--- config.mk ---
export PLATFORM = sky130hd
export DESIGN_NAME = mod_updown_counter
export DESIGN_NICKNAME = d
export VERILOG_FILES = /design/src/rtl/mod_updown_counter.sv
export SDC_FILE = /design/constraint.sdc
export NUM_CORES = 1
export LEC_CHECK = 0
export ABC_CLOCK_PERIOD_IN_PS = 2200
export BUFFER_PORTS_ARGS = -buffer_cell sky130_fd_sc_hd__buf_2
export CAP_MARGIN = 15
export CORE_MARGIN = 4
export CORE_UTILIZATION = 35
export CTS_CLUSTER_SIZE = 8
export DETAILED_ROUTE_END_ITERATION = 10
export SYNTH_ARGS = -nofsm -noshare
export SYNTH_HDL_FRONTEND = slang
export SYNTH_SLANG_ARGS = --single-unit
--- constraint.sdc ---
create_clock -name clk -period 2.2 [get_ports clk]
set_input_delay 0.44 -clock clk [delete_from_list [all_inputs] [get_ports clk]]
set_output_delay 0.44 -clock clk [all_outputs]
set_load 0.01 [all_outputs]
--- src/rtl/mod_updown_counter.sv ---
`default_nettype none
// ============================================================================
// Module   : mod_updown_counter
// Brief    : Loadable up/down modulo counter with wrap-or-saturate ends.
// Revision : 1.0
// ============================================================================
module mod_updown_counter #(
  parameter int              WIDTH    = 8,
  parameter longint unsigned MODULO   = 256,
  parameter int              SATURATE = 0
) (
  input  logic             clk,
  input  logic             reset,
  input  logic             en,
  input  logic             load_en,
  input  logic [WIDTH-1:0] data_in,
  input  logic             up_dn,
  output logic [WIDTH-1:0] count_out,
  output logic             tc,
  output logic             wrap,
  output logic             sat
);

  localparam logic [WIDTH:0]   C_MOD = (WIDTH+1)'(MODULO);
  localparam logic [WIDTH-1:0] C_MAX = WIDTH'(MODULO - 64'd1);
  localparam logic             C_SAT = (SATURATE != 0);

  generate
    if (WIDTH < 2 || WIDTH > 32) begin : g_bad_width
      $error("mod_updown_counter: WIDTH out of range 2..32");
    end
    if (MODULO < 64'd2 || MODULO > (64'd1 << WIDTH)) begin : g_bad_modulo
      $error("mod_updown_counter: MODULO out of range 2..2**WIDTH");
    end
  endgenerate

  logic [WIDTH-1:0] count_q, count_d;
  logic             wrap_q, wrap_d;
  logic             sat_q, sat_d;
  logic [WIDTH:0]   w_inc;
  logic [WIDTH:0]   w_dec;
  logic [WIDTH-1:0] w_load;

  // One extra bit: the increment hits MODULO exactly at the top end and the
  // decrement borrows into the MSB at zero, so full-range moduli never alias.
  assign w_inc  = {1'b0, count_q} + (WIDTH+1)'(1);
  assign w_dec  = {1'b0, count_q} - (WIDTH+1)'(1);
  assign w_load = (data_in > C_MAX) ? C_MAX : data_in;

  always_comb begin
    count_d = count_q;
    wrap_d  = 1'b0;
    sat_d   = 1'b0;
    if (load_en) begin
      count_d = w_load;
    end else if (en) begin
      if (up_dn) begin
        if (w_inc == C_MOD) begin
          if (C_SAT) begin
            sat_d = 1'b1;
          end else begin
            count_d = '0;
            wrap_d  = 1'b1;
          end
        end else begin
          count_d = w_inc[WIDTH-1:0];
        end
      end else begin
        if (w_dec[WIDTH]) begin
          if (C_SAT) begin
            sat_d = 1'b1;
          end else begin
            count_d = C_MAX;
            wrap_d  = 1'b1;
          end
        end else begin
          count_d = w_dec[WIDTH-1:0];
        end
      end
    end
  end

  always_ff @(posedge clk or posedge reset) begin
    if (reset) begin
      count_q <= '0;
      wrap_q  <= 1'b0;
      sat_q   <= 1'b0;
    end else begin
      count_q <= count_d;
      wrap_q  <= wrap_d;
      sat_q   <= sat_d;
    end
  end

  assign count_out = count_q;
  assign wrap      = wrap_q;
  assign sat       = sat_q;
  assign tc        = up_dn ? (count_q == C_MAX) : (count_q == '0);

endmodule
`default_nettype wire
==> impl_metrics.py <==
metrics = {
    "layout": {
        "final_common_cell": "buf_2",
        "fillers": 199,
        "insertedDiodeCount": 0,
        "syn_to_final_growth_pct": 34.5,
        "regArea_sq_um": 225,
        "multi_input_area_sq_um": 470,
        "stdcell_count": 138,
        "drive_above_1_share": 0.459,
        "final_cell_mix": "22 x buf_2, 12 x buf_4, 9 x dfrtp_1, 6 x nand2b_1, 5 x nand4_1",
        "design_area_sq_um": 971,
        "nets": 128,
    },
    "worst_setup_path": {
        "worst-endpoint-required_ns": 1.76,
        "worstReg2RegStart": "count_out[1]",
        "path_cells": "inv_2 -> ha_4 -> or4b_4 -> or2_4 -> o21ai_2 -> buf_2",
        "critPathKind": "reg2out",
        "critPathLaunch": "count_out[1]",
        "slowest_stage": "or4b_4",
        "cp-start-kind": "register",
        "cp_data_arrival_time_ns": 1.74,
        "crit_fanout": 2,
        "cp_top_family": "simple AND/OR/NAND/NOR gates",
        "crit_path_max_incr_delay_ns": 0.45,
        "endpoint_kind": "output pin",
        "cp.buffers_inverters": 2,
    },
    "status": {
        "status": "finished, final reports clean",
    },
    "global_route": {
        "grtUsageTotal": 0.142,
        "antenna_found_initial": 0,
        "grt_pass1_wl_microns": 2960,
        "grt_overflow_total": 0,
        "grt_max_degree": 20,
        "grt_pass1_vias": 666,
    },
    "job": {
        "max-cap-violations": 0,
    },
    "synthesis": {
        "synthFlopType": "dfrtp_1",
        "syn_area_sq_um": 722,
        "synth_edf_count": 0,
        "ys_seq_area_frac": 0.312,
        "synthMuxAreaShare": 0.0763,
        "ys_types": 34,
        "synthTopCellsByArea": "dfrtp_1 31%, mux2_2 6.2%, ha_1 5.2%",
        "synth-compound-area-share": 0.146,
        "synth_area_leader_cell": "dfrtp_1",
        "syn_nets": 95,
        "synth_xor_area_frac": 0.0364,
        "yosysWarnings": 0,
        "netlist_instances": 79,
        "synth-simple-area-share": 0.305,
        "synthAdderAreaFrac": 0.0520,
        "ys_seq_elements": 9,
        "synth_top_area_share": 0.312,
        "synth_top_family_by_area": "simple AND/OR/NAND/NOR gates",
        "ys_async_sr_fraction": 1.00,
        "synth_area_per_cell_sq_um": 9.14,
    },
    "floorplan": {
        "dieHeight_microns": 53.4,
        "core_area_sq_um": 1960,
        "ios": 24,
        "die-area_sq_um": 2850,
        "rows": 16,
        "start_util": 0.368,
        "die_w_microns": 53.4,
    },
    "timing": {
        "max_freq_mhz": 459,
        "rsz0062_at_grt": "true",
        "clock_skew_ns": 0.00249,
        "fin_crit_ns": 2.18,
        "final-hold-violation-count": 0,
        "setup_viol": 0,
        "period_share": 0.991,
        "slew_violations": 0,
    },
    "placed_design": {
        "portBuffers": 22,
        "place_area_sq_um": 885,
        "place.gp.congestion": 0.809,
        "dp_hpwl_microns": 1410,
        "dp.cells": 129,
    },
    "route": {
        "vias_per_cell": 5.22,
        "dr.pass1.iters": 4,
        "vias": 721,
        "wl_microns": 1830,
        "drc": 0,
        "wire_per_inst_microns": 13.3,
        "antenna_left": 0,
        "drt_iter0_markers": 9,
    },
    "clocking": {
        "cts-root-buf": "clkbuf_4",
        "clk_pin_slew_ns": 0.06,
        "cts_buffer_depth": 2,
        "h-tree-depth": 1,
        "cts_inserted_buffers": 3,
        "insertion_delay_ns": 0.25,
        "cts_tree": "yes",
        "cts_sinks": 9,
        "ctsHoldBuffers": 0,
    },
    "power_and_ir_drop": {
        "vdd_drop_max_uv": 297,
        "finalPower_w": 0.000523,
        "power.density_nw_per_um2": 538,
        "p_leak_nw": 0.438,
    },
    "hold_path": {
        "min_path_type": "in2async",
    },
}
## cell usage after synthesis (2+ instances only)
cell type  number
a21boi_0        2
a21oi_1         2
and4b_1         2
clkbuf_1        4
dfrtp_1         9
ha_1            3
inv_1           4
mux2_2          4
nand2_1         3
nand2b_1        6
nand4_1         5
nor3_1          3
nor4b_1         2
o21ai_0         5
o22ai_1         2
o31ai_1         2
or3_1           2
or4b_1          2
xor2_1          2
## repair_timing
| item | in CTS | in global routing |
|---|---|---|
| setup endpoints to repair | 1 | 1 |
| setup buffers | 4 | 1 |
| pin swaps | 2 | 1 |
| resized for setup | 6 | 2 |
## sequential cells by signal, indices dropped and copies added, names as in the netlist
name	count
count_out	8
wrap	1
## final timing paths
check / end / slack (ns) / cells after the start
max reg2reg: count_out[5] / 0.16 / 8
min: count_out[0] / 0.13 / 2
max: tc / 0.02 / 6
min in group clk: count_out[0] / 0.39 / 3
max in group asynchronous: count_out[3] / 1.81 / 2
min reg2reg: count_out[3] / 0.69 / 2
## kinds of logic after synthesis
logic type               Yosys count
multiplexers                       5
other                              1
buffers and inverters             10
flip-flops                         9
adder cells (fa/ha/maj)            3
AND/OR/NAND/NOR                   32
AO/OA/AOI/OAI                     16
XOR/XNOR                           3
## metrics by stage
step	utilization	setup TNS, ns	hold slack (ns)	setup WS [ns]
5_1_grt	0.495	-0.0355	0.168	-0.0355
2_1_floorplan	-	0	0.268	0.208
6_report	0.495	0	0.134	0.0192
3_3_place_gp	0.451	0	0.416	0.191
3_5_place_dp	0.451	0	0.419	0.118
4_1_cts	0.489	-0.0371	0.138	-0.0371
## power breakdown
part	switching, W	leakage (nW)	internal (W)
logic	0.000100	0.315	0.000100
clock network	0.0000521	0.0150	0.0000695
registers	0.0000159	0.108	0.000185
## per-layer routing
metal / wire [microns] / track usage / share of wire / up-vias
met5: 0 / 0 / 0 / -
li1: - / - / - / 359
met4: 14 / 0.0766 / 0.0076 / 0
met2: 900 / 0.229 / 0.49 / 10
met1: 844 / 0.181 / 0.46 / 350
met3: 72 / 0.0197 / 0.039 / 2
## worst reg2reg max path: cells and delay by family, from the launching register on
| family | cells | cell delay [ns] |
|---|---|---|
| and+or+nand+nor | 4 | 1.06 |
| DFF | 1 | 0.39 |
| adders and majority gates | 1 | 0.13 |
| buffers and inverters | 3 | 0.34 |
## area by class of cell
cell class              count  share of cell area
inverters                   4              0.0155
multi-input cells          60               0.485
clock buffers               4              0.0271
well taps                  27              0.0348
flip-flops and latches      9               0.232
repair buffers             34               0.206
Note: power is estimated with default switching activity, not from simulation.
